==> src/rtl/img2col_sched_pkg.sv <==
// Shared definitions for the img2col scheduler: kernel size and FSM state encoding.
package img2col_sched_pkg;

`ifndef S2P_SIZE
`define S2P_SIZE 3
`endif

    // Kernel edge length K; a window is K*K elements.
    localparam int unsigned K_SIZE = `S2P_SIZE;
    // Width of the kx/ky kernel counters (at least one bit).
    localparam int unsigned K_W    = (K_SIZE > 1) ? $clog2(K_SIZE) : 1;

    typedef enum logic [2:0] {
        ST_IDLE   = 3'd0,
        ST_CHECK  = 3'd1,
        ST_WAIT   = 3'd2,
        ST_STREAM = 3'd3,
        ST_DRAIN  = 3'd4,
        ST_DONE   = 3'd5
    } state_e;

endpackage

==> src/rtl/img2col_sched_if.sv <==
// Command, memory-read and data_process handshake signals of the img2col scheduler.
interface img2col_sched_if #(
    parameter int unsigned DIM_W  = 8,
    parameter int unsigned ADDR_W = 16
) ();
    logic [DIM_W-1:0]   cfg_img_h;
    logic [DIM_W-1:0]   cfg_img_w;
    logic [DIM_W-1:0]   cfg_pad;
    logic [DIM_W-1:0]   cfg_stride;
    logic               cmd_start;
    logic               busy;
    logic               done;
    logic               err;
    logic               t_rd_en;
    logic [ADDR_W-1:0]  t_addr;
    logic               w_rd_en;
    logic [ADDR_W-1:0]  w_addr;
    logic               dp_start;
    logic               dp_t_pad;
    logic               dp_w_pad;
    logic               flag_buffer;
    logic               dn_ready;
    logic [2*DIM_W-1:0] win_cnt;

    // Host / environment side: issues commands, returns window-complete and ready.
    modport master (
        output cfg_img_h, cfg_img_w, cfg_pad, cfg_stride, cmd_start, flag_buffer, dn_ready,
        input  busy, done, err, t_rd_en, t_addr, w_rd_en, w_addr,
               dp_start, dp_t_pad, dp_w_pad, win_cnt
    );

    // Scheduler side.
    modport slave (
        input  cfg_img_h, cfg_img_w, cfg_pad, cfg_stride, cmd_start, flag_buffer, dn_ready,
        output busy, done, err, t_rd_en, t_addr, w_rd_en, w_addr,
               dp_start, dp_t_pad, dp_w_pad, win_cnt
    );
endinterface

==> src/rtl/img2col_win_cnt.sv <==
// Nested window (oy/ox) and kernel (ky/kx) counters with tensor bounds check and addresses.
// Window origin is tracked in padded-image coordinates (origin = o*S), which avoids a divider.
module img2col_win_cnt
    import img2col_sched_pkg::*;
#(
    parameter int unsigned DIM_W  = 8,
    parameter int unsigned ADDR_W = 16
) (
    input  logic              clk,
    input  logic              rstn,
    input  logic              clr_i,
    input  logic              adv_i,
    input  logic [DIM_W-1:0]  h_i,
    input  logic [DIM_W-1:0]  w_i,
    input  logic [DIM_W-1:0]  pad_i,
    input  logic [DIM_W-1:0]  stride_i,
    output logic              win_first_c_o,
    output logic              win_end_c_o,
    output logic              win_last_c_o,
    output logic              in_bnd_c_o,
    output logic [ADDR_W-1:0] t_addr_c_o,
    output logic [ADDR_W-1:0] w_addr_c_o
);
    localparam int unsigned   EW     = DIM_W + 3;
    localparam int unsigned   PW     = EW + DIM_W;
    localparam logic [K_W-1:0] K_LAST = K_W'(K_SIZE - 1);

    logic [K_W-1:0] kx_q, kx_d, ky_q, ky_d;
    logic [EW-1:0]  rx_q, rx_d, ry_q, ry_d;
    logic [EW-1:0]  pad_c, step_c, ext_h_c, ext_w_c;
    logic [EW-1:0]  sum_y_c, sum_x_c, iy_c, ix_c;
    logic           kx_end_c, ky_end_c, col_last_c, row_last_c;
    logic [PW-1:0]  lin_c;

    // Position of the current element and window inside the padded image.
    always_comb begin
        pad_c      = EW'(pad_i);
        step_c     = EW'(stride_i);
        ext_h_c    = EW'(h_i) + (pad_c << 1);
        ext_w_c    = EW'(w_i) + (pad_c << 1);
        sum_y_c    = ry_q + EW'(ky_q);
        sum_x_c    = rx_q + EW'(kx_q);
        iy_c       = sum_y_c - pad_c;
        ix_c       = sum_x_c - pad_c;
        in_bnd_c_o = (sum_y_c >= pad_c) && (iy_c < EW'(h_i)) &&
                     (sum_x_c >= pad_c) && (ix_c < EW'(w_i));
        kx_end_c   = (kx_q == K_LAST);
        ky_end_c   = (ky_q == K_LAST);
        // The next window would no longer fit inside the padded extent.
        col_last_c = (rx_q + step_c + EW'(K_SIZE)) > ext_w_c;
        row_last_c = (ry_q + step_c + EW'(K_SIZE)) > ext_h_c;
        win_first_c_o = (kx_q == '0) && (ky_q == '0);
        win_end_c_o   = kx_end_c && ky_end_c;
        win_last_c_o  = col_last_c && row_last_c;
        lin_c         = PW'(iy_c) * PW'(w_i) + PW'(ix_c);
        t_addr_c_o    = ADDR_W'(lin_c);
        w_addr_c_o    = ADDR_W'(ky_q) * ADDR_W'(K_SIZE) + ADDR_W'(kx_q);
    end

    // Row-major kernel walk, then ox advance with wrap into the next oy.
    always_comb begin
        kx_d = kx_q;
        ky_d = ky_q;
        rx_d = rx_q;
        ry_d = ry_q;
        if (clr_i) begin
            kx_d = '0;
            ky_d = '0;
            rx_d = '0;
            ry_d = '0;
        end else if (adv_i) begin
            if (!kx_end_c) begin
                kx_d = kx_q + K_W'(1);
            end else begin
                kx_d = '0;
                if (!ky_end_c) begin
                    ky_d = ky_q + K_W'(1);
                end else begin
                    ky_d = '0;
                    if (col_last_c) begin
                        rx_d = '0;
                        ry_d = ry_q + step_c;
                    end else begin
                        rx_d = rx_q + step_c;
                    end
                end
            end
        end
    end

    // Counter registers.
    always_ff @(posedge clk) begin
        if (!rstn) begin
            kx_q <= '0;
            ky_q <= '0;
            rx_q <= '0;
            ry_q <= '0;
        end else begin
            kx_q <= kx_d;
            ky_q <= ky_d;
            rx_q <= rx_d;
            ry_q <= ry_d;
        end
    end

endmodule

==> src/rtl/img2col_sched.sv <==
// img2col scheduler: streams K*K tensor/weight reads per output window into data_process.
// Outputs are registered from next-state, so they are valid in the cycle the FSM is in STREAM.
module img2col_sched
    import img2col_sched_pkg::*;
#(
    parameter int unsigned DIM_W  = 8,
    parameter int unsigned ADDR_W = 16
) (
    input  logic           clk,
    input  logic           rstn,
    img2col_sched_if.slave bus
);
    localparam int unsigned CW = 2 * DIM_W;
    localparam int unsigned XW = DIM_W + 2;

    state_e            state_q, state_d;
    logic [DIM_W-1:0]  h_q, h_d, w_q, w_d, pad_q, pad_d, stride_q, stride_d;
    logic [CW-1:0]     win_cnt_q, win_cnt_d, iss_cnt_q, iss_cnt_d;
    logic              all_iss_q, all_iss_d;

    logic              busy_q, done_q, err_q, dp_start_q;
    logic              t_rd_en_q, w_rd_en_q, dp_t_pad_q, dp_w_pad_q;
    logic [ADDR_W-1:0] t_addr_q, w_addr_q;

    logic              issue_c, clr_c, cfg_bad_c, flag_ok_c;
    logic              win_first_c, win_end_c, win_last_c, in_bnd_c;
    logic [ADDR_W-1:0] t_addr_c, w_addr_c;

    img2col_win_cnt #(
        .DIM_W  (DIM_W),
        .ADDR_W (ADDR_W)
    ) u_win_cnt (
        .clk           (clk),
        .rstn          (rstn),
        .clr_i         (clr_c),
        .adv_i         (issue_c),
        .h_i           (h_q),
        .w_i           (w_q),
        .pad_i         (pad_q),
        .stride_i      (stride_q),
        .win_first_c_o (win_first_c),
        .win_end_c_o   (win_end_c),
        .win_last_c_o  (win_last_c),
        .in_bnd_c_o    (in_bnd_c),
        .t_addr_c_o    (t_addr_c),
        .w_addr_c_o    (w_addr_c)
    );

    // Configuration that yields no window at all.
    always_comb begin
        cfg_bad_c = ((XW'(h_q) + (XW'(pad_q) << 1)) < XW'(K_SIZE)) ||
                    ((XW'(w_q) + (XW'(pad_q) << 1)) < XW'(K_SIZE)) ||
                    (stride_q == '0);
        flag_ok_c = bus.flag_buffer && (state_q inside {ST_WAIT, ST_STREAM, ST_DRAIN});
    end

    // Next-state, config latch, window bookkeeping and element issue.
    always_comb begin
        state_d   = state_q;
        h_d       = h_q;
        w_d       = w_q;
        pad_d     = pad_q;
        stride_d  = stride_q;
        win_cnt_d = win_cnt_q;
        iss_cnt_d = iss_cnt_q;
        all_iss_d = all_iss_q;
        issue_c   = 1'b0;
        clr_c     = 1'b0;
        if (flag_ok_c) begin
            win_cnt_d = win_cnt_q + CW'(1);
        end
        case (state_q)
            ST_IDLE: begin
                if (bus.cmd_start) begin
                    state_d   = ST_CHECK;
                    h_d       = bus.cfg_img_h;
                    w_d       = bus.cfg_img_w;
                    pad_d     = bus.cfg_pad;
                    stride_d  = bus.cfg_stride;
                    win_cnt_d = '0;
                    iss_cnt_d = '0;
                    all_iss_d = 1'b0;
                    clr_c     = 1'b1;
                end
            end
            ST_CHECK: begin
                state_d = cfg_bad_c ? ST_DONE : ST_WAIT;
            end
            ST_WAIT: begin
                if (bus.dn_ready) begin
                    state_d = ST_STREAM;
                    issue_c = 1'b1;
                end
            end
            ST_STREAM: begin
                // At a window boundary the counters already point at the next window.
                if (!win_first_c) begin
                    issue_c = 1'b1;
                end else if (all_iss_q) begin
                    state_d = ST_DRAIN;
                end else if (bus.dn_ready) begin
                    issue_c = 1'b1;
                end else begin
                    state_d = ST_WAIT;
                end
            end
            ST_DRAIN: begin
                if (win_cnt_d == iss_cnt_q) begin
                    state_d = ST_DONE;
                end
            end
            ST_DONE: begin
                state_d = ST_IDLE;
            end
            default: begin
                state_d = ST_IDLE;
            end
        endcase
        if (issue_c && win_end_c) begin
            iss_cnt_d = iss_cnt_q + CW'(1);
            if (win_last_c) begin
                all_iss_d = 1'b1;
            end
        end
    end

    // State, latched configuration and window counters.
    always_ff @(posedge clk) begin
        if (!rstn) begin
            state_q   <= ST_IDLE;
            h_q       <= '0;
            w_q       <= '0;
            pad_q     <= '0;
            stride_q  <= '0;
            win_cnt_q <= '0;
            iss_cnt_q <= '0;
            all_iss_q <= 1'b0;
        end else begin
            state_q   <= state_d;
            h_q       <= h_d;
            w_q       <= w_d;
            pad_q     <= pad_d;
            stride_q  <= stride_d;
            win_cnt_q <= win_cnt_d;
            iss_cnt_q <= iss_cnt_d;
            all_iss_q <= all_iss_d;
        end
    end

    // Registered outputs; idle cycles shift zeros into the data_process buffer.
    always_ff @(posedge clk) begin
        if (!rstn) begin
            busy_q     <= 1'b0;
            done_q     <= 1'b0;
            err_q      <= 1'b0;
            dp_start_q <= 1'b0;
            t_rd_en_q  <= 1'b0;
            t_addr_q   <= '0;
            dp_t_pad_q <= 1'b1;
            w_rd_en_q  <= 1'b0;
            w_addr_q   <= '0;
            dp_w_pad_q <= 1'b1;
        end else begin
            busy_q     <= (state_d != ST_IDLE);
            done_q     <= (state_d == ST_DONE);
            err_q      <= (state_d == ST_DONE) && cfg_bad_c;
            dp_start_q <= issue_c;
            t_rd_en_q  <= issue_c && in_bnd_c;
            t_addr_q   <= (issue_c && in_bnd_c) ? t_addr_c : '0;
            dp_t_pad_q <= !(issue_c && in_bnd_c);
            w_rd_en_q  <= issue_c;
            w_addr_q   <= issue_c ? w_addr_c : '0;
            dp_w_pad_q <= !issue_c;
        end
    end

    assign bus.busy     = busy_q;
    assign bus.done     = done_q;
    assign bus.err      = err_q;
    assign bus.dp_start = dp_start_q;
    assign bus.t_rd_en  = t_rd_en_q;
    assign bus.t_addr   = t_addr_q;
    assign bus.dp_t_pad = dp_t_pad_q;
    assign bus.w_rd_en  = w_rd_en_q;
    assign bus.w_addr   = w_addr_q;
    assign bus.dp_w_pad = dp_w_pad_q;
    assign bus.win_cnt  = win_cnt_q;

endmodule

==> src/flat_wrapper.sv <==
// flat-port wrapper written by rule: the top's interface ports become plain ports
module img2col_sched_flat import img2col_sched_pkg::*;
#(
    parameter int unsigned DIM_W  = 8,
    parameter int unsigned ADDR_W = 16
)
  (clk, rstn, bus_cfg_img_h, bus_cfg_img_w, bus_cfg_pad, bus_cfg_stride, bus_cmd_start, bus_flag_buffer, bus_dn_ready, bus_busy, bus_done, bus_err, bus_t_rd_en, bus_t_addr, bus_w_rd_en, bus_w_addr, bus_dp_start, bus_dp_t_pad, bus_dp_w_pad, bus_win_cnt);
  img2col_sched_if #(.DIM_W(DIM_W), .ADDR_W(ADDR_W)) bus_i ();
  input  logic clk;
  input  logic rstn;
  input wire logic [$bits(bus_i.cfg_img_h)-1:0] bus_cfg_img_h;
  input wire logic [$bits(bus_i.cfg_img_w)-1:0] bus_cfg_img_w;
  input wire logic [$bits(bus_i.cfg_pad)-1:0] bus_cfg_pad;
  input wire logic [$bits(bus_i.cfg_stride)-1:0] bus_cfg_stride;
  input wire logic [$bits(bus_i.cmd_start)-1:0] bus_cmd_start;
  input wire logic [$bits(bus_i.flag_buffer)-1:0] bus_flag_buffer;
  input wire logic [$bits(bus_i.dn_ready)-1:0] bus_dn_ready;
  output wire logic [$bits(bus_i.busy)-1:0] bus_busy;
  output wire logic [$bits(bus_i.done)-1:0] bus_done;
  output wire logic [$bits(bus_i.err)-1:0] bus_err;
  output wire logic [$bits(bus_i.t_rd_en)-1:0] bus_t_rd_en;
  output wire logic [$bits(bus_i.t_addr)-1:0] bus_t_addr;
  output wire logic [$bits(bus_i.w_rd_en)-1:0] bus_w_rd_en;
  output wire logic [$bits(bus_i.w_addr)-1:0] bus_w_addr;
  output wire logic [$bits(bus_i.dp_start)-1:0] bus_dp_start;
  output wire logic [$bits(bus_i.dp_t_pad)-1:0] bus_dp_t_pad;
  output wire logic [$bits(bus_i.dp_w_pad)-1:0] bus_dp_w_pad;
  output wire logic [$bits(bus_i.win_cnt)-1:0] bus_win_cnt;
  assign bus_i.cfg_img_h = bus_cfg_img_h;
  assign bus_i.cfg_img_w = bus_cfg_img_w;
  assign bus_i.cfg_pad = bus_cfg_pad;
  assign bus_i.cfg_stride = bus_cfg_stride;
  assign bus_i.cmd_start = bus_cmd_start;
  assign bus_i.flag_buffer = bus_flag_buffer;
  assign bus_i.dn_ready = bus_dn_ready;
  assign bus_busy = bus_i.busy;
  assign bus_done = bus_i.done;
  assign bus_err = bus_i.err;
  assign bus_t_rd_en = bus_i.t_rd_en;
  assign bus_t_addr = bus_i.t_addr;
  assign bus_w_rd_en = bus_i.w_rd_en;
  assign bus_w_addr = bus_i.w_addr;
  assign bus_dp_start = bus_i.dp_start;
  assign bus_dp_t_pad = bus_i.dp_t_pad;
  assign bus_dp_w_pad = bus_i.dp_w_pad;
  assign bus_win_cnt = bus_i.win_cnt;
  img2col_sched #(.DIM_W(DIM_W), .ADDR_W(ADDR_W)) u_core (.clk(clk), .rstn(rstn), .bus(bus_i));
endmodule
==> config.mk <==
export PLATFORM = sky130hd
export DESIGN_NAME = img2col_sched_flat
export DESIGN_NICKNAME = d
export VERILOG_FILES = /design/src/rtl/img2col_sched_pkg.sv /design/src/rtl/img2col_sched_if.sv /design/src/rtl/img2col_win_cnt.sv /design/src/rtl/img2col_sched.sv /design/src/flat_wrapper.sv
export SDC_FILE = /design/constraint.sdc
export NUM_CORES = 1
export LEC_CHECK = 0
export BUFFER_PORTS_ARGS = -buffer_cell sky130_fd_sc_hd__buf_2
export CAP_MARGIN = 10
export CORE_ASPECT_RATIO = 1.5
export CORE_MARGIN = 3
export CORE_UTILIZATION = 45
export DETAILED_ROUTE_END_ITERATION = 8
export MAX_ROUTING_LAYER = met4
export RECOVER_POWER = 25
export SLEW_MARGIN = 20
export SYNTH_ARGS = -nofsm -noshare
export SYNTH_HDL_FRONTEND = slang
export SYNTH_SLANG_ARGS = --single-unit
==> constraint.sdc <==
create_clock -name clk -period 7.9 [get_ports clk]
set_clock_uncertainty 0.1 [all_clocks]
set_input_delay 1.185 -clock clk [delete_from_list [all_inputs] [get_ports clk]]
set_output_delay 1.185 -clock clk [all_outputs]
set_load 0.05 [all_outputs]
Word level (Yosys, flattened, before mapping):

Index checks and enable logic that the tools add are counted.

* bits of input ports: 37
* register bits after elaboration: 133
* output and inout bits: 56

* multipliers: 2
* multiplexer cells: 27
* reduce and logical (&&, ||, !) cells: 30
* eq/ne operators: 8
* bitwise gates (word level): 1
* add/sub/neg operators: 18
* order comparisons: 8

Operators by type and width (count)
* $mux W16: 6
* $add A8 B9 Y10: 4
* $add A16 B1 Y16 const B: 2
* $add A11 B2 Y11: 2
* $add A11 B2 Y11 const B: 2
* $add A11 B8 Y11: 2
* $ge A11 B8 Y1: 2
* $gt A11 B10 Y1: 2
* $lt A11 B8 Y1: 2
* $sub A11 B8 Y11: 2
* $mux W3: 7
* $lt A10 B2 Y1 const B: 2
* $add A16 B11 Y16: 1
* $eq A16 B16 Y1: 1
* $mul A11 B8 Y16: 1
* $pmux W3 S5: 1
* $mux W11: 1
* $logic_and A1 B1 Y1: 10
* $reduce_and A2 Y1: 5
* $mux W1: 9
* $logic_not A8 Y1: 1
* $eq A3 B2 Y1 const B: 2
* $eq A3 B3 Y1 const B: 2
* $reduce_bool A3 Y1: 2
* 16 further kinds: 23

Longest topological paths before layout:

Gate-level depths: netlist of run 1.

* depth in word-level cells: 9
* gate-level depth with buffers: 30

Modules after synthesis:

From an unflattened synthesis of run 1, not the netlist that was laid out.

* cells, all modules: 1469
* area total of the unflattened synthesis: 12378.1 µm²

By module, submodules not included
* img2col_win_cnt: cells an instance 945, area each 7641.1 µm², times used 1
* img2col_sched: cells an instance 524, area each 4737.0 µm², times used 1

Least setup slack after synthesis of run 1:

OpenSTA, ideal clock, no wires.

* path type: reg2reg
* from: register u_core.u_win_cnt.ky_q[0]
* to: register u_core.t_addr_q[15], in the netlist u_core.bus.t_addr[15]
* path slack: 1256 ps
* period minus slack after synthesis: 6644 ps
* buffers on the path: 0
* setup time: 121 ps
* stages on the path, launching flop included: 29
* data arrival time: 6423 ps
* data required time: 7679 ps
* cells stage by stage: dfxtp_1 -> ha_1 -> inv_1 -> fa_1 -> nor2_1 -> xor2_1 -> ha_1 -> a21o_1 -> a21oi_1 -> o21ai_0 -> xor2_1 -> nand2_1 -> fa_1 -> inv_1 -> fa_1 -> inv_1 -> fa_1 -> fa_1 -> inv_1 -> ha_1 -> o21a_1 -> o31a_1 -> o21ai_0 -> nand2b_1 -> a21o_1 -> a41oi_1 -> a21oi_1 -> xnor3_1 -> nor2_1

* longest elaborated chain between the ends: 8
* elaborated cells between the ends (all ways): 15
* those cells by class: 3 x add/sub; 1 x mul; 2 x order compare; 2 x mux; 7 x reduce/logical

Ends and longest elaborated chain
* start, declared: line img2col_win_cnt.sv:28 `logic [K_W-1:0] kx_q, kx_d, ky_q, ky_d;`
* start signal, assigned: line img2col_win_cnt.sv:100 `ky_q <= ky_d;`
* branches (longest 8 deep; another with $mul A11 B8 Y16)
* end signal, assigned: line img2col_sched.sv:169 `t_addr_q <= (issue_c && in_bnd_c) ? t_addr_c : '0;`
* end, declared: line img2col_sched.sv:23 `logic [ADDR_W-1:0] t_addr_q, w_addr_q;`

Several ways; the timed one is not identified.
A chain may end at the register's enable or synchronous reset.

Final worst setup path of run 1:

Same ends and word-level chain as after synthesis.

==> flow_metrics.py, run 1 <==
metrics = {
    "clock_network": {
        "h-tree-depth": 4,
        "insertion_delay_ns": 0.43,
        "clk_path_buf_depth": 2,
        "cts_hold_buf": 0,
        "path_clk_slew_ns": 0.06,
        "post-cts-setup-buffer-count": 0,
        "cts_tree": "built",
        "cts-root-buf": "clkbuf_16",
        "cts-buffers-inserted": 17,
        "cts.sinks": 121,
        "cts_resized": 0,
    },
    "sta": {
        "fin_crit_ns": 7.19,
        "layout_setup_ws_ns": 0.706,
        "setup_viol": 0,
        "tns_ns": 0,
        "period_share_pct": 91.1,
        "slew_viol_final": 38,
        "tightestPinTransition_ns": 1.59,
        "hold_violations": 0,
        "fmax_ghz": 0.139,
        "rsz0062_at_grt": "no",
        "slew-limit-headroom_pct": -5.87,
    },
    "routing": {
        "routed_wl_um": 31100,
        "vias": 9787,
        "wl_per_cell_um": 17.1,
        "drtAntennaViolNets": 0,
        "initialDrtViolationCount": 392,
        "vias_per_cell": 5.40,
        "drtPass1Iterations": 5,
        "route.detailed.drc": 0,
    },
    "critical_path": {
        "path_max_fanout": 9,
        "cp-end-kind": "register",
        "reg2reg_from": "u_core.u_win_cnt.ky_q[0]",
        "rrSetupSlack_ns": 0.71,
        "crit_type": "reg2reg",
        "startpoint": "u_core.u_win_cnt.ky_q[0]",
        "r2r_end": "u_core.bus.t_addr[15]",
        "crit_arrival_ns": 7.40,
        "reg2reg_depth": 27,
        "cp-start-kind": "register",
        "cp.required_ns": 8.10,
    },
    "logic_synthesis": {
        "synth-seq-cells": 121,
        "synthCells": 1413,
        "synth_top_area_cell": "dfxtp_1",
        "seq_area_frac_synth_pct": 21.1,
        "syn-cell-area_um2": 11500,
        "async_flop_share_pct": 0,
        "synth_area_leaders": "dfxtp_1, ha_1, fa_1",
        "synth_enable_flop_cells": 0,
        "synth.distinct_cells": 81,
        "synth_top_area_share_pct": 21.1,
        "synth.yosys.warnings": 0,
        "synth_ff_type": "dfxtp_1",
        "syn_avg_cell_area_um2": 8.14,
    },
    "global_route": {
        "antenna_found_initial": 0,
        "grt_max_degree": 47,
        "grt_pass1_wl_um": 50300,
        "overflow": 0,
        "grt_pass1_vias": 10030,
        "grt_use_total_pct": 23.8,
    },
    "finish": {
        "fill_cells": 2488,
        "finish.utilization_pct": 50.6,
        "instances_no_fill": 1813,
        "num_antenna_cells": 0,
        "nNetsFinal": 1705,
        "area_growth_pct": 10.6,
        "drive_gt1_share_pct": 6.94,
    },
    "worst_hold_path": {
        "holdCritPathClass": "reg2reg",
        "hold_end": "u_core.h_q[1]",
        "whs_path_depth": 2,
        "min_from": "u_core.h_q[1]",
    },
    "placed_design": {
        "hpwl_um": 24700,
        "dp_cells": 1782,
        "routabilityCongestion": 0.909,
        "port_buffers": 80,
        "dpl_worst_slack_ns": 0.704,
    },
    "floorplanning": {
        "die_area_um2": 27600,
        "fp.dieW_um": 137,
        "ios": 93,
        "core_um2": 25100,
        "placementRows": 71,
        "start_util_pct": 45.7,
        "die_y_um": 202,
    },
    "pwr": {
        "p_per_area_nw_per_um2": 339,
        "p_leak_nw": 5.63,
        "irDropWorstVdd_uv": 243,
        "power_w": 0.00431,
    },
    "outcome": {
        "violations": "capacitance limit, slew limit",
        "status": "finished, violations left",
    },
    "run": {
        "cap_violations": 1,
    },
}
[layer usage]
metal / vias up / part of all wire, % / GRT usage [%]
li1: 4840 / - / -
met1: 4678 / 38 / 24.2
met2: 203 / 56 / 45.6
met3: 66 / 2.7 / 2.99
met4: 0 / 3.5 / 8.79
met5: - / 0 / -
[state kept, by name (all words and copies together) (netlist names), 2 cells and up]
signal and count:
u_core.bus.t_addr 16, u_core.bus.win_cnt 16, u_core.iss_cnt_q 16, u_core.u_win_cnt.rx_q 11, u_core.u_win_cnt.ry_q 11, u_core.h_q 8
u_core.pad_q 8, u_core.stride_q 8, u_core.w_q 8, u_core.bus.w_addr 4, u_core.state_q 3, u_core.u_win_cnt.kx_q 2
u_core.u_win_cnt.ky_q 2
[worst max-delay path by stage]
stage                                  endpoint  cells after the start
after floorplan           u_core.bus.t_addr[15]                     28
after global placement    u_core.bus.t_addr[15]                     27
after detailed placement  u_core.bus.t_addr[15]                     27
after CTS                 u_core.bus.t_addr[15]                     27
after global routing      u_core.bus.t_addr[15]                     27
final                     u_core.bus.t_addr[15]                     27
[through the flow]
| step | cell area (um^2) | hold WS [ns] |
|---|---|---|
| CTS | 12800 | 0.391 |
| finish | 12700 | 0.387 |
| global placement | 12100 | 0.373 |
| detailed placement | 12100 | 0.383 |
| floorplan | 11500 | 0.352 |
| global route | 12700 | 0.414 |
[synthesized netlist by cell type (34+ instances only)]
| library cell | n |
|---|---|
| clkbuf_1 | 34 |
| xnor2_1 | 61 |
| o21ai_0 | 52 |
| xor2_1 | 51 |
| a21oi_1 | 100 |
| nand3_1 | 49 |
| nand2_1 | 161 |
| fa_1 | 73 |
| ha_1 | 122 |
| and2_1 | 37 |
| inv_1 | 159 |
| nor2_1 | 112 |
| dfxtp_1 | 121 |
[worst max-delay path, cell delays in order, from the launching register on]
cell and delay (ns):
dfxtp_1 0.45, ha_1 0.21, inv_1 0.06, fa_1 0.46, nor2_1 0.21, xor2_1 0.17
ha_1 0.30, a21o_1 0.20, a21oi_1 0.17, nor4b_2 0.26, nor2_1 0.08, xor2_1 0.56
nand2_1 0.17, fa_1 0.53, inv_1 0.05, fa_1 0.47, fa_1 0.49, inv_1 0.05
fa_1 0.53, inv_1 0.04, ha_1 0.32, o21ai_0 0.09, nand2b_1 0.11, a21o_1 0.21
a41oi_1 0.27, a21oi_1 0.10, xnor3_1 0.36, nor2_1 0.04
[layout make-up]
type	instances	area, um^2	share of cell area [%]
Inverter	160	601	4.72
Sequential cell	121	2420	19.1
Multi-Input combinational cell	1085	8240	64.8
Timing Repair Buffer	88	413	3.25
Clock inverter	11	171	1.35
Clock buffer	20	457	3.59
Tap cell	328	410	3.23
[placed cells by master, fill, tap and decap left out, types with 5 or more instances in the layout]
cell type and count:
a211oi_1 15, clkinvlp_4 5, nor3_1 20, clkbuf_1 39, and3_1 19, fa_1 73, inv_1 159, xnor2_1 61
clkbuf_16 17, nor2_1 112, o21ai_0 52, mux2i_1 9, nor3b_1 7, xor2_1 51, nor4_1 8, nand4_1 9
buf_2 42, and2_1 37, a21o_1 21, buf_4 8, a21oi_1 100, ha_1 122, nor2b_1 17, conb_1 12
a31oi_1 5, nand2b_1 15, o21a_1 17, dfxtp_1 121, nand3_1 49, nand2_1 161
[cells by family after synthesis]
family	count (synthesis)	share of synthesized area, %
DFF	121	21.1
buffers and inverters	218	7.70
xor gates and xnor gates	113	8.72
muxes	9	0.783
other	1	0.0326
adders and majority gates	195	26.0
AOI/OAI and AO/OA	263	14.4
and+or+nand+nor	493	21.3
[where the power goes]
group	switching, W	total, W	internal, W
logic	0.00158	0.00268	0.00109
clock network	0.000311	0.000854	0.000543
registers	0.000116	0.000778	0.000662
total	0.00201	0.00431	0.00230
Power figures use the tool's default switching activity.
==> inputs of run 2 (changes only) <==
--- a/config.mk
+++ b/config.mk
@@ -8,7 +8,6 @@
 export BUFFER_PORTS_ARGS = -buffer_cell sky130_fd_sc_hd__buf_2
 export CAP_MARGIN = 10
 export CORE_ASPECT_RATIO = 1.5
-export CORE_MARGIN = 3
 export CORE_UTILIZATION = 45
 export DETAILED_ROUTE_END_ITERATION = 8
 export MAX_ROUTING_LAYER = met4
==> flow_metrics.py, run 2 (synthesized netlist as in run 1, its figures left out) <==
metrics = {
    "critical_path": {
        "crit_path_frequent_cell": "fa_1",
        "path_max_fanout": 9,
        "cp.required_ns": 8.11,
        "reg2reg_from": "u_core.u_win_cnt.ky_q[0]",
        "reg2reg_depth": 27,
        "crit_cells": 27,
        "cp-start-kind": "register",
        "slowest_delay_ns": 0.53,
        "slowest_stage": "fa_1",
        "rrSetupSlack_ns": 0.74,
        "cp-end-kind": "register",
        "startpoint": "u_core.u_win_cnt.ky_q[0]",
        "cp-endpoint": "u_core.bus.t_addr[15]",
        "critPathBufInv": 4,
        "r2r_end": "u_core.bus.t_addr[15]",
        "crit_arrival_ns": 7.37,
        "crit_type": "reg2reg",
        "critPathTopFamily": "adder cells",
    },
    "pwr": {
        "p_per_area_nw_per_um2": 341,
        "p_leak_nw": 5.79,
        "irDropWorstVdd_uv": 199,
        "power_w": 0.00436,
    },
    "routing": {
        "vias": 9800,
        "initialDrtViolationCount": 442,
        "route.detailed.drc": 0,
        "wl_per_cell_um": 17.0,
        "routed.top_layer": "met4",
        "drt-met1-wl_um": 11400,
        "vias_per_cell": 5.40,
        "met2_length_um": 16900,
        "drtPass1Iterations": 6,
        "dr_wl_met3_um": 933,
        "routed_wl_um": 30800,
        "drtAntennaViolNets": 0,
    },
    "clock_network": {
        "cts_tree": "built",
        "cts-root-buf": "clkbuf_16",
        "insertion_delay_ns": 0.44,
        "cts.sinks": 121,
        "cts_resized": 0,
        "post-cts-setup-buffer-count": 0,
        "cts-buffers-inserted": 17,
        "clk_path_buf_depth": 2,
        "cts_hold_buf": 0,
        "path_clk_slew_ns": 0.06,
        "h-tree-depth": 4,
    },
    "global_route": {
        "grt_pass1_vias": 10090,
        "grt_pass1_wl_um": 50400,
        "antenna_found_initial": 1,
        "overflow": 0,
        "grt_max_degree": 47,
        "grt_use_total_pct": 25.6,
    },
    "floorplanning": {
        "fp.dieW_um": 133,
        "die_y_um": 198,
        "placementRows": 71,
        "core_um2": 25100,
        "ios": 93,
        "die_area_um2": 26200,
        "start_util_pct": 45.9,
    },
    "sta": {
        "fmax_ghz": 0.140,
        "setup_viol": 0,
        "hold_violations": 0,
        "fin_crit_ns": 7.16,
        "slew_viol_final": 47,
        "rsz0062_at_grt": "no",
        "slew-limit-headroom_pct": -7.42,
        "tns_ns": 0,
        "tightestPinTransition_ns": 1.61,
        "period_share_pct": 90.6,
    },
    "run": {
        "cap_violations": 1,
    },
    "outcome": {
        "violations": "capacitance limit, slew limit",
        "status": "finished, violations left",
    },
    "finish": {
        "drive_gt1_share_pct": 9.01,
        "final_cell_mix": "nand2_1, inv_1, ha_1",
        "final_common_cell": "nand2_1",
        "nNetsFinal": 1706,
        "area_growth_pct": 11.3,
    },
    "placed_design": {
        "port_buffers": 80,
        "hpwl_um": 24700,
        "routabilityCongestion": 0.883,
    },
    "worst_hold_path": {
        "holdCritPathClass": "reg2reg",
    },
}
[run 2: worst min path at each step]
stage | start | endpoint | slack [ns] | cells past startpoint
floorplan | u_core.w_q[5] | u_core.w_q[5] | 0.35 | 2
global placement | u_core.h_q[6] | u_core.h_q[6] | 0.38 | 2
detailed placement | u_core.h_q[6] | u_core.h_q[6] | 0.37 | 2
CTS | u_core.h_q[6] | u_core.h_q[6] | 0.38 | 2
global route | u_core.h_q[6] | u_core.h_q[6] | 0.40 | 2
finish | u_core.h_q[6] | u_core.h_q[6] | 0.38 | 2
[run 2: where the power goes]
group / internal [W] / total (W) / switching (W)
clock network: 0.000595 / 0.000917 / 0.000322
logic: 0.00109 / 0.00267 / 0.00158
registers: 0.000662 / 0.000777 / 0.000115
[run 2: final cells by class]
class,instances,area (um^2)
clock inverters,10,188
repair buffers,89,457
diodes,1,2.50
fillers,2488,12200
inverters,160,601
flip-flops and latches,121,2420
multi-input cells,1085,8240
clock buffers,22,484
well taps,328,410
[run 2: worst register-to-register path, cell delays in order (launching register included)]
cell and delay (ns):
dfxtp_1 0.47, ha_1 0.22, inv_1 0.06, fa_1 0.47, nor2_1 0.21, xor2_1 0.18, ha_1 0.31, a21o_1 0.20
a21oi_1 0.17, nor4b_2 0.27, nor2_1 0.08, xor2_1 0.49, nand2_1 0.16, fa_1 0.53, inv_1 0.05, fa_1 0.46
fa_1 0.49, inv_1 0.05, fa_1 0.53, inv_1 0.04, ha_1 0.32, o21ai_0 0.09, nand2b_1 0.12, a21o_1 0.21
a41oi_1 0.26, a21oi_1 0.10, xnor3_1 0.36, nor2_1 0.04
[run 2: per-layer routing]
metal | vias to the layer above | GRT usage (%)
li1 | 4831 | -
met1 | 4681 | 23.9
met2 | 204 | 49.2
met3 | 84 | 3.87
met4 | 0 | 14.4
met5 | - | -
[run 2: stage by stage]
stage / setup WS, ns / std cells / hold WS, ns / util [%] / area, um^2
finish: 0.739 / 1816 / 0.379 / 51.1 / 12800
global route: 0.157 / 1816 / 0.403 / 51.1 / 12800
CTS: 0.713 / 1815 / 0.382 / 51.1 / 12800
detailed placement: 0.733 / 1783 / 0.373 / 48.5 / 12100
global placement: 0.857 / 1783 / 0.377 / 48.5 / 12100
floorplan: 1.26 / 1424 / 0.352 / - / 11500
==> inputs of run 3 (changes only) <==
--- a/config.mk
+++ b/config.mk
@@ -11,6 +11,7 @@
 export CORE_UTILIZATION = 45
 export DETAILED_ROUTE_END_ITERATION = 8
 export MAX_ROUTING_LAYER = met4
+export PLACE_DENSITY = 0.72
 export RECOVER_POWER = 25
 export SLEW_MARGIN = 20
 export SYNTH_ARGS = -nofsm -noshare
==> flow_metrics.py, run 3 (synthesized netlist as in run 1, its figures left out) <==
metrics = {
    "clock_network": {
        "insertion_delay_ns": 0.44,
        "path_clk_slew_ns": 0.06,
        "cts-root-buf": "clkbuf_16",
        "cts_resized": 0,
        "post-cts-setup-buffer-count": 0,
        "clk_path_buf_depth": 2,
        "h-tree-depth": 4,
        "cts_hold_buf": 0,
        "cts_tree": "built",
        "cts.sinks": 121,
        "cts-buffers-inserted": 17,
    },
    "critical_path": {
        "cp.required_ns": 8.10,
        "crit_type": "reg2reg",
        "r2r_end": "u_core.bus.t_addr[15]",
        "slowest_delay_ns": 0.55,
        "cp-end-kind": "register",
        "reg2reg_from": "u_core.u_win_cnt.ky_q[0]",
        "path_max_fanout": 9,
        "rrSetupSlack_ns": 0.66,
        "crit_path_frequent_cell": "fa_1",
        "cp-start-kind": "register",
        "crit_arrival_ns": 7.45,
        "slowest_stage": "fa_1",
        "reg2reg_depth": 28,
    },
    "finish": {
        "final_cell_mix": "nand2_1, inv_1, ha_1",
        "area_growth_pct": 10.4,
        "finish.utilization_pct": 50.7,
        "num_antenna_cells": 0,
        "instances_no_fill": 1812,
        "drive_gt1_share_pct": 7.01,
        "nNetsFinal": 1705,
        "final_common_cell": "nand2_1",
    },
    "outcome": {
        "status": "finished clean",
    },
    "routing": {
        "routed_wl_um": 30100,
        "vias": 9958,
        "initialDrtViolationCount": 394,
        "wl_per_cell_um": 16.6,
        "vias_per_cell": 5.50,
        "drtPass1Iterations": 4,
        "drtAntennaViolNets": 0,
        "route.detailed.drc": 0,
    },
    "global_route": {
        "grt_use_total_pct": 24.6,
        "grt_use_met3_pct": 4.12,
        "antenna_found_initial": 0,
        "grt_pass1_vias": 10188,
        "grt_use_met2_pct": 46.6,
        "grt_max_degree": 47,
        "overflow": 0,
        "top_usage_layer": "met2",
        "grt_pass1_wl_um": 48700,
        "use_met1_pct": 23.0,
    },
    "placed_design": {
        "routabilityCongestion": 0.907,
        "hpwl_um": 23900,
        "dp_cells": 1782,
        "port_buffers": 80,
    },
    "floorplanning": {
        "ios": 93,
        "die_area_um2": 26200,
        "placementRows": 71,
        "core_um2": 25100,
        "die_y_um": 198,
        "start_util_pct": 45.9,
        "fp.dieW_um": 133,
    },
    "sta": {
        "fmax_ghz": 0.138,
        "rsz0062_at_grt": "no",
        "setup_viol": 0,
        "period_share_pct": 91.7,
        "tns_ns": 0,
        "hold_violations": 0,
        "slew_viol_final": 0,
        "slew-limit-headroom_pct": 32.7,
        "fin_crit_ns": 7.24,
        "tightestPinTransition_ns": 1.01,
    },
    "pwr": {
        "power_w": 0.00428,
        "p_per_area_nw_per_um2": 337,
        "p_leak_nw": 5.63,
        "irDropWorstVdd_uv": 266,
    },
    "worst_hold_path": {
        "whs_path_depth": 2,
        "hold_end": "u_core.h_q[1]",
        "min_from": "u_core.h_q[1]",
        "holdCritPathClass": "reg2reg",
    },
    "run": {
        "cap_violations": 0,
    },
}
## run 3: per-layer routing
layer / up-vias / wire length (um)
li1: 4830 / -
met1: 4792 / 11200
met2: 240 / 16200
met3: 96 / 1050
met4: 0 / 1600
met5: - / 0
## run 3: worst max path at each step
stage	startpoint	to	slack [ns]	depth (start not counted)
after floorplan	u_core.u_win_cnt.ky_q[0]	u_core.bus.t_addr[15]	1.26	28
after global placement	u_core.u_win_cnt.ky_q[0]	u_core.bus.t_addr[15]	0.86	27
after detailed placement	u_core.u_win_cnt.ky_q[0]	u_core.bus.t_addr[15]	0.64	28
after CTS	u_core.u_win_cnt.ky_q[0]	u_core.bus.t_addr[15]	0.63	28
after global routing	u_core.u_win_cnt.ky_q[0]	u_core.bus.t_addr[15]	0.21	28
final	u_core.u_win_cnt.ky_q[0]	u_core.bus.t_addr[15]	0.66	28
## run 3: critical path, delay by kind of cell (launching register included)
family,cells,cell delay [ns]
fa+ha+maj,8,3.31
flops,1,0.45
xor+xnor,3,0.92
simple gates,4,0.54
buf+inv,4,0.19
compound gates,9,1.57
## run 3: where the power goes
part	total, W	internal [W]	switching, W
combinational	0.00268	0.00109	0.00160
clock	0.000823	0.000505	0.000318
sequential	0.000774	0.000662	0.000112
total	0.00428	0.00225	0.00203
## run 3: metrics by stage
step	cell area (um^2)	worst slack (ns)	hold WS, ns
5_1_grt	12700	0.212	0.428
4_1_cts	12700	0.634	0.388
6_report	12700	0.656	0.386
3_3_place_gp	12100	0.858	0.369
2_1_floorplan	11500	1.26	0.352
3_5_place_dp	12100	0.642	0.372
## run 3: layout make-up
| type | instances | area [um^2] |
|---|---|---|
| Sequential cell | 121 | 2420 |
| Clock buffer | 18 | 439 |
| Inverter | 160 | 601 |
| Tap cell | 328 | 410 |
| Timing Repair Buffer | 88 | 412 |
| Fill cell | 2463 | 12400 |
| Multi-Input combinational cell | 1085 | 8240 |
| Clock inverter | 12 | 166 |
